**src/rtl/mem_access_arbiter.sv**
```systemverilog
// Two-port (fetch/data) arbiter onto a byte-wide memory; words are
// split into little-endian byte cycles. Ports: clk/rst_n, if_*, d_*, mem_*, trace_*.
module mem_access_arbiter #(
  parameter int MEM_ADDR_LEN = 16,
  parameter int WORD_SIZE    = 16,
  parameter int MEM_WIDTH    = 8
) (
  input  logic                    clk,
  input  logic                    rst_n,
  input  logic                    if_req,
  input  logic [MEM_ADDR_LEN-1:0] if_addr,
  output logic                    if_ack,
  output logic [WORD_SIZE-1:0]    if_rdata,
  input  logic                    d_req,
  input  logic                    d_we,
  input  logic                    d_sz,
  input  logic [MEM_ADDR_LEN-1:0] d_addr,
  input  logic [WORD_SIZE-1:0]    d_wdata,
  output logic                    d_ack,
  output logic [WORD_SIZE-1:0]    d_rdata,
  output logic                    err,
  output logic                    mem_en,
  output logic                    mem_we,
  output logic [MEM_ADDR_LEN-1:0] mem_addr,
  output logic [MEM_WIDTH-1:0]    mem_wdata,
  input  logic [MEM_WIDTH-1:0]    mem_rdata,
  output logic                    trace_valid,
  output logic [1:0]              trace_type,
  output logic [MEM_ADDR_LEN-1:0] trace_addr
);

  typedef enum logic [2:0] {
    IDLE,
    LO,
    HI,
    FIN,
    ERR
  } state_t;

  localparam int ZW = WORD_SIZE - MEM_WIDTH;

  state_t                  r_state;
  state_t                  w_next;
  logic                    r_last_d;
  logic                    r_src_d;
  logic                    r_we;
  logic                    r_byte;
  logic [MEM_ADDR_LEN-1:0] r_addr;
  logic [WORD_SIZE-1:0]    r_wdata;
  logic [MEM_WIDTH-1:0]    r_lo;

  logic                    w_gnt_d;
  logic                    w_gnt;
  logic                    w_take;
  logic                    w_byte;
  logic                    w_odd;
  logic [MEM_ADDR_LEN-1:0] w_addr;
  logic [MEM_ADDR_LEN-1:0] w_addr_p1;
  logic [WORD_SIZE-1:0]    w_rdata;
  logic                    w_ack;

  // Data wins unless it was the last one granted while fetch waits.
  assign w_gnt_d   = d_req & (~if_req | ~r_last_d);
  assign w_gnt     = d_req | if_req;
  assign w_take    = (r_state == IDLE) & w_gnt;
  assign w_addr    = w_gnt_d ? d_addr : if_addr;
  assign w_byte    = w_gnt_d & d_sz;
  assign w_odd     = ~w_byte & w_addr[0];
  assign w_addr_p1 = r_addr + MEM_ADDR_LEN'(1);

  always_ff @(posedge clk or negedge rst_n) begin
    if (!rst_n) begin
      r_state  <= IDLE;
      r_last_d <= 1'b0;
      r_src_d  <= 1'b0;
      r_we     <= 1'b0;
      r_byte   <= 1'b0;
      r_addr   <= '0;
      r_wdata  <= '0;
      r_lo     <= '0;
    end else begin
      r_state <= w_next;
      if (w_take) begin
        r_last_d <= w_gnt_d;
        r_src_d  <= w_gnt_d;
        r_we     <= w_gnt_d & d_we;
        r_byte   <= w_byte;
        r_addr   <= w_addr;
        r_wdata  <= w_gnt_d ? d_wdata : '0;
      end
      // Low byte read in LO arrives while in HI.
      if (r_state == HI) begin
        r_lo <= mem_rdata;
      end
    end
  end

  always_comb begin
    w_next = r_state;
    unique case (r_state)
      IDLE: begin
        if (w_gnt) begin
          w_next = w_odd ? ERR : LO;
        end
      end
      LO:      w_next = r_byte ? FIN : HI;
      HI:      w_next = FIN;
      FIN:     w_next = IDLE;
      ERR:     w_next = IDLE;
      default: w_next = IDLE;
    endcase
  end

  always_comb begin
    mem_en      = 1'b0;
    mem_we      = 1'b0;
    mem_addr    = '0;
    mem_wdata   = '0;
    trace_valid = 1'b0;
    trace_type  = 2'd0;
    trace_addr  = '0;
    err         = 1'b0;
    w_ack       = 1'b0;
    w_rdata     = '0;
    unique case (r_state)
      LO: begin
        mem_en    = 1'b1;
        mem_we    = r_we;
        mem_addr  = r_addr;
        mem_wdata = r_wdata[MEM_WIDTH-1:0];
      end
      HI: begin
        mem_en    = 1'b1;
        mem_we    = r_we;
        mem_addr  = w_addr_p1;
        mem_wdata = r_wdata[WORD_SIZE-1:MEM_WIDTH];
      end
      FIN: begin
        w_ack       = 1'b1;
        trace_valid = 1'b1;
        trace_addr  = r_addr;
        if (!r_src_d) begin
          trace_type = 2'd2;
        end else if (r_we) begin
          trace_type = 2'd1;
        end else begin
          trace_type = 2'd0;
        end
        if (!r_we) begin
          w_rdata = r_byte ? {{ZW{1'b0}}, mem_rdata}
                           : {mem_rdata, r_lo};
        end
      end
      ERR: begin
        w_ack = 1'b1;
        err   = 1'b1;
      end
      default: ;
    endcase
  end

  assign if_ack   = w_ack & ~r_src_d;
  assign d_ack    = w_ack & r_src_d;
  assign if_rdata = if_ack ? w_rdata : '0;
  assign d_rdata  = d_ack ? w_rdata : '0;

endmodule
```
**config.mk**
```make
export PLATFORM = sky130hd
export DESIGN_NAME = mem_access_arbiter
export DESIGN_NICKNAME = d
export VERILOG_FILES = /design/src/rtl/mem_access_arbiter.sv
export SDC_FILE = /design/constraint.sdc
export NUM_CORES = 1
export LEC_CHECK = 0
export BUFFER_PORTS_ARGS = -buffer_cell sky130_fd_sc_hd__clkbuf_2
export CORE_MARGIN = 5
export CORE_UTILIZATION = 51
export CTS_CLUSTER_DIAMETER = 40
export DETAILED_ROUTE_END_ITERATION = 7
export GPL_TIMING_DRIVEN = 1
export HOLD_SLACK_MARGIN = 0.08
export PLACE_DENSITY_LB_ADDON = 0.05
export SYNTH_ARGS = -nofsm -noshare
export SYNTH_HDL_FRONTEND = slang
export SYNTH_SLANG_ARGS = --single-unit
export TNS_END_PERCENT = 1
```
**constraint.sdc**
```tcl
create_clock -name clk -period 3.3 [get_ports clk]
set_input_delay 0.33 -clock clk [delete_from_list [all_inputs] [get_ports clk]]
set_output_delay 0.33 -clock clk [all_outputs]
set_load 0.02 [all_outputs]
```
### After elaboration in Yosys (flattened, before gate mapping)

Index checks and enable logic that the tools add are counted.

* memories: 0
* output and inout port bits: 80
* RAM bits: 0
* input port bits: 62
* latch bits: 0
* word-level logic and storage cells: 50
* register bits after elaboration: 46
* memory bits (read-only): 0

* reduce and logical (&&, ||, !) cells: 3
* shift operators: 0
* order comparisons: 0
* div/mod/pow operators: 0
* bitwise operators: 12
* add/sub/neg operators: 1
* eq/ne operators: 5
* multiply operators: 0
* multiplexer cells: 22

Operators by type and width (count)
* $mux W16: 8
* $pmux W16 S2: 1
* $add A16 B1 Y16 const B: 1
* $pmux W8 S2: 1
* $pmux W3 S3: 1
* $and A1 B1 Y1: 7
* $mux W1: 7
* $eq A3 B2 Y1 const B: 2
* $mux W3: 2
* $mux W2: 2
* $reduce_or A2 Y1: 2
* $eq A3 B1 Y1 const B: 1
* $eq A3 B3 Y1 const B: 1
* $logic_not A3 Y1: 1
* $not A1 Y1: 3
* $ne A2 B2 Y1 const B: 1
* $or A1 B1 Y1: 2

### Longest topological paths before layout

* word-level depth: 9
* depth in mapped cells: 7

### Worst setup path after synthesis

OpenSTA, ideal clock, no wires.

* path kind: reg2out
* start point: register r_state[0]
* end point: output port d_rdata[0]
* required time: 2970 ps
* path buffers: 1
* cell stages (with the launch flop): 5
* data arrival time: 1860 ps
* setup slack: 1110 ps
* path through: dfrtp_1 -> buf_4 -> nor3b_1 -> o21ai_1 -> nor2_1

* cells in the longest elaborated chain, start to end: 5

Ends and longest elaborated chain
* from (decl): RTL line 42 `state_t r_state;`
* from (signal assigned): RTL line 82 `r_state <= w_next;`
* $eq A3 B2 Y1 or $eq A3 B3 Y1 (tied branches): RTL line 125 `unique case (r_state)`
* $reduce_or A2 Y1 (no line)
* $mux W1: RTL line 125
* $and A1 B1 Y1: RTL line 163 `assign d_ack = w_ack & r_src_d;`
* $mux W16 *: RTL line 165 `assign d_rdata = d_ack ? w_rdata : '0;`
* to (decl): RTL line 20 `output logic [WORD_SIZE-1:0] d_rdata,`

Every way passes the cells marked *; elsewhere a longest branch is shown, timed or not.

### Worst setup path after layout

* start point: register r_state[0]
* end point: output port if_rdata[9]

* cells in the longest elaborated chain, start to end: 5

Ends and longest elaborated chain
* $eq A3 B2 Y1 or $eq A3 B3 Y1 (tied branches): RTL line 125
* $reduce_or A2 Y1 (no line)
* $mux W1: RTL line 125
* $and A1 B1 Y1: RTL line 162 `assign if_ack = w_ack & ~r_src_d;`
* $mux W16 *: RTL line 164 `assign if_rdata = if_ack ? w_rdata : '0;`
* to (decl): RTL line 13 `output logic [WORD_SIZE-1:0] if_rdata,`

Marked as above.

==> results.txt <==
- Fraction of power consumed by combinational cells: 53.5%
- Switching component of the power: 1.60 mW
* Worst hold-check slack: 0.243 ns
* Number of enable flip-flop cells after synthesis: 0
- Global router's overall resource usage: 21.5%
- The later pin in the worst-skew pair is clocked with a latency of 0.30 ns.
- The worst pin sits at a relative slew slack of 37.7%.
- Crit path max-delay cell type: nor2b_1
- Traced cell by cell, the critical path runs through and3b_1, nor2b_1, nor3b_4, and2_1, clkbuf_2.
- No sink is reached through more buffers than the 2 on the longest clock path.
- NumNets Final: 565
* Total of max-cap violations: 0
* Largest fanout of any net on the critical path: 10
* Number of cells produced by synthesis: 375
- Top-Level Pins: 142
* Detailed-routing iteration count for the pre-antenna-repair pass: 4
- For the pin with the worst max-slew slack, the measured transition is 0.932 ns.
- Entering global routing, the biggest net connects 44 pins.
- On the final layout, the worst clock skew is 0.00697 ns.
- Most used flip-flop cell after synthesis: dfrtp_1
* Hold Crit Class: in2reg
- Die width: 86.5 um
- Proportion of total power due to net switching: 49.9%
* TritonCTS clock tree: done
- Crit share post-route: 80.9%
- The multi-input combinational cells in the finished layout cover a total of 1710 um^2.
- Power density relative to cell area: 842 nW/um^2
* Routed via count: 3023
- The congestion estimate from routability-driven global placement came to 0.853.
* Chip Height: 86.5 um
* Drt drc: 0
* Starting density of the core: 53.3%
- Net count after synthesis: 438
- In this design, the largest share of critical-path delay is due to simple AND/OR/NAND/NOR gates.
- The count of final max-slew check failures was 0.
- Antenna viol nets, final: 0
- Time the final worst path needs with I/O delays and setup: 2.67 ns
* Setup-failing EPs final: 0
- Part of the Yosys area used for sequential elements: 38.5%
- Total Routed Length: 8210 um
* Worst setup slack after placement: 0.940 ns
- Largest incremental delay on the critical path: 0.55 ns
- Clock-pin slew was measured on the worst setup and hold paths at 0.08 ns.
- The mapped netlist covers 2990 um^2.
- Average routed wire per standard cell: 14.3 um
* Number of standard-cell rows in the floorplan: 27
- The first global-routing pass estimated 13100 um of wire.
* Fraction of layout instances using a drive strength above 1: 33.3%
- The H-tree generated during clock tree synthesis spans 2 levels.
- From synthesis to final layout, the design area changed by 27.2%.
* Critical path depth: 5
* Critical path start-end classification: reg2out
- Per report_power, the sequential group accounts for 36.2% of the total.
- VDD sags by at most 0.490 mV.
* Arrival time of data at the critical path endpoint: 2.34 ns
* Quantity of I/O buffers inserted on ports: 141
- The worst path meets setup with 0.631 ns of slack.
- Fill cell count: 525
* Drt first-iter violations: 169
- In the final timing run, aggregate negative setup slack is 0 ns.
* Overflow left after global routing: 0
- Startpoint class of the critical path: flop
* Cell depth of the worst min-delay path: 3
* Outcome: finished, final reports clean
- Antenna violations before repair: 0
- Clock network power share: 10.4%
- Final hold viol count: 0
* Highest attainable clock frequency: 0.375 GHz
* Total die area: 7490 um^2
- Worst Reg2Reg Path Length in Cells: 4
- Netlist cell types: 41
- Clock root buffer: clkbuf_8
- Clock tree synthesis inserted a total of 5 buffers.
- The number of global-route vias before repair came to 2763.
- Clk sinks: 46
- Averaged over all synthesized cells, the footprint is 7.97 um^2.
* Vias per cell: 5.27
* Core footprint: 5610 um^2
* Unrepaired setup endpoints after global routing: no
- Capturing element type of the critical path: output port
- For the worst setup path, the data required time is 2.97 ns.
- Reg area: 1150 um^2
- After clock tree synthesis, the repair step resized 0 gates.
- The number of buffers and inverters on the critical path is 1.
- Counting flops and latches in the post-synthesis netlist gives 46.
- The analysis attributes to cell leakage a power of 1.99 nW.
- Share of async-settable or async-resettable flops after synthesis: 100%
- The Yosys step of the flow raised 0 warnings.
* Antenna fix cells: 0
- The internal portion of the total power is 1.60 mW.
- Once detailed placement completed, the half-perimeter wirelength came to 6320 um.
## cells by family after synthesis
group | Yosys count | share of synthesized area, %
compound gates | 83 | 16.4
xor+xnor | 2 | 0.586
fa+ha+maj | 1 | 0.419
buf+inv | 30 | 5.07
flops | 46 | 38.5
mux | 25 | 8.75
simple gates | 188 | 30.3
## routing by layer
layer / track usage (%) / vias up / share of wire [%]
met5: 0 / - / 0
met4: 4.82 / 0 / 1.0
met3: 4.47 / 7 / 8.0
met2: 34.7 / 110 / 47
met1: 29.6 / 1385 / 44
li1: - / 1521 / -
## worst min-delay path, delay by kind of cell
| kind | cells | cell delay, ns |
|---|---|---|
| simple gates | 1 | 0.04 |
| buf+inv | 1 | 0.08 |
| compound gates | 1 | 0.06 |
## what timing repair did
action,in CTS,in global routing
endpoints found under the hold margin,18,0
hold buffers,1,0
setup buffers,0,0
## sequential cells by signal, indices dropped and copies added (netlist names)
signal	cells
r_addr	16
r_byte	1
r_lo	8
r_src_d	1
r_state	3
r_wdata	16
r_we	1
## power by group through the flow
stage | Combinational, mW | Sequential, mW | Clock [mW]
6_report | 1.71 | 1.16 | 0.331
5_1_grt | 1.89 | 1.20 | 0.358
4_1_cts | 1.73 | 1.15 | 0.334
3_5_place_dp | 1.72 | 1.16 | 0
3_3_place_gp | 1.69 | 1.14 | 0
2_1_floorplan | 1.36 | 0.987 | 0
## final cells by class
cell class | instances | share of cell area (%)
clock buffer | 6 | 1.91
clock inverter | 1 | 0.198
inverter | 3 | 0.296
multi-input combinational | 299 | 45.1
sequential | 46 | 30.3
tap | 72 | 2.37
timing repair buffer | 147 | 19.8
## layout by cell type, fill, tap and decap left out, drive strengths merged, types with 2 or more instances in the layout
cell / Yosys / routed
nand2b: 2 / 2
inv: 3 / 3
nor2b: 3 / 3
a31oi: 11 / 11
clkbuf: 11 / 147
a22o: 9 / 9
and3b: 2 / 2
nor3: 2 / 2
nor2: 24 / 24
mux2: 9 / 9
mux2i: 16 / 16
nand4: 4 / 4
and3: 5 / 5
o21ai: 50 / 50
a21oi: 4 / 4
nand3: 6 / 6
buf: 16 / 5
xor2: 2 / 2
a21o: 3 / 3
nand2: 98 / 98
nor3b: 3 / 3
dfrtp: 46 / 46
and2: 34 / 34
o31ai: 2 / 2
## cell usage after synthesis (all sizes together), types with 3 or more instances
| library cell | instances | share of area, % |
|---|---|---|
| clkbuf | 11 | 1.4 |
| and2 | 34 | 7.1 |
| inv | 3 | 0.38 |
| nor2 | 24 | 3.0 |
| a21o | 3 | 0.75 |
| a31oi | 11 | 2.3 |
| nor2b | 3 | 0.63 |
| dfrtp | 46 | 39 |
| nor3b | 3 | 1.3 |
| mux2 | 9 | 3.4 |
| nand4 | 4 | 0.84 |
| nand3 | 6 | 1.0 |
| o21ai | 50 | 8.4 |
| buf | 16 | 3.3 |
| nand2 | 98 | 12 |
| and3 | 5 | 1.0 |
| mux2i | 16 | 5.4 |
| a21oi | 4 | 0.67 |
| a22o | 9 | 2.6 |
## path summary, 6_finish.rpt
| kind | slack, ns | to | startpoint |
|---|---|---|---|
| min | 0.24 | r_wdata[12] | d_wdata[12] |
| min in group asynchronous | 0.52 | r_lo[3] | rst_n |
| min reg2reg | 0.48 | r_lo[3] | r_lo[3] |
| max in group asynchronous | 2.05 | r_addr[5] | rst_n |
| max | 0.63 | if_rdata[9] | r_state[0] |
| max reg2reg | 1.29 | r_state[0] | r_src_d |
## through the flow
stage	util, %	power (mW)	area [um^2]	cells
after global routing	67.8	3.45	3800	574
after CTS	67.8	3.21	3800	574
after detailed placement	66.2	2.88	3710	566
after floorplan	-	2.35	2990	375
after global placement	66.2	2.83	3710	566
final	67.8	3.20	3800	574
No activity file was read; power rests on OpenSTA's default activity.
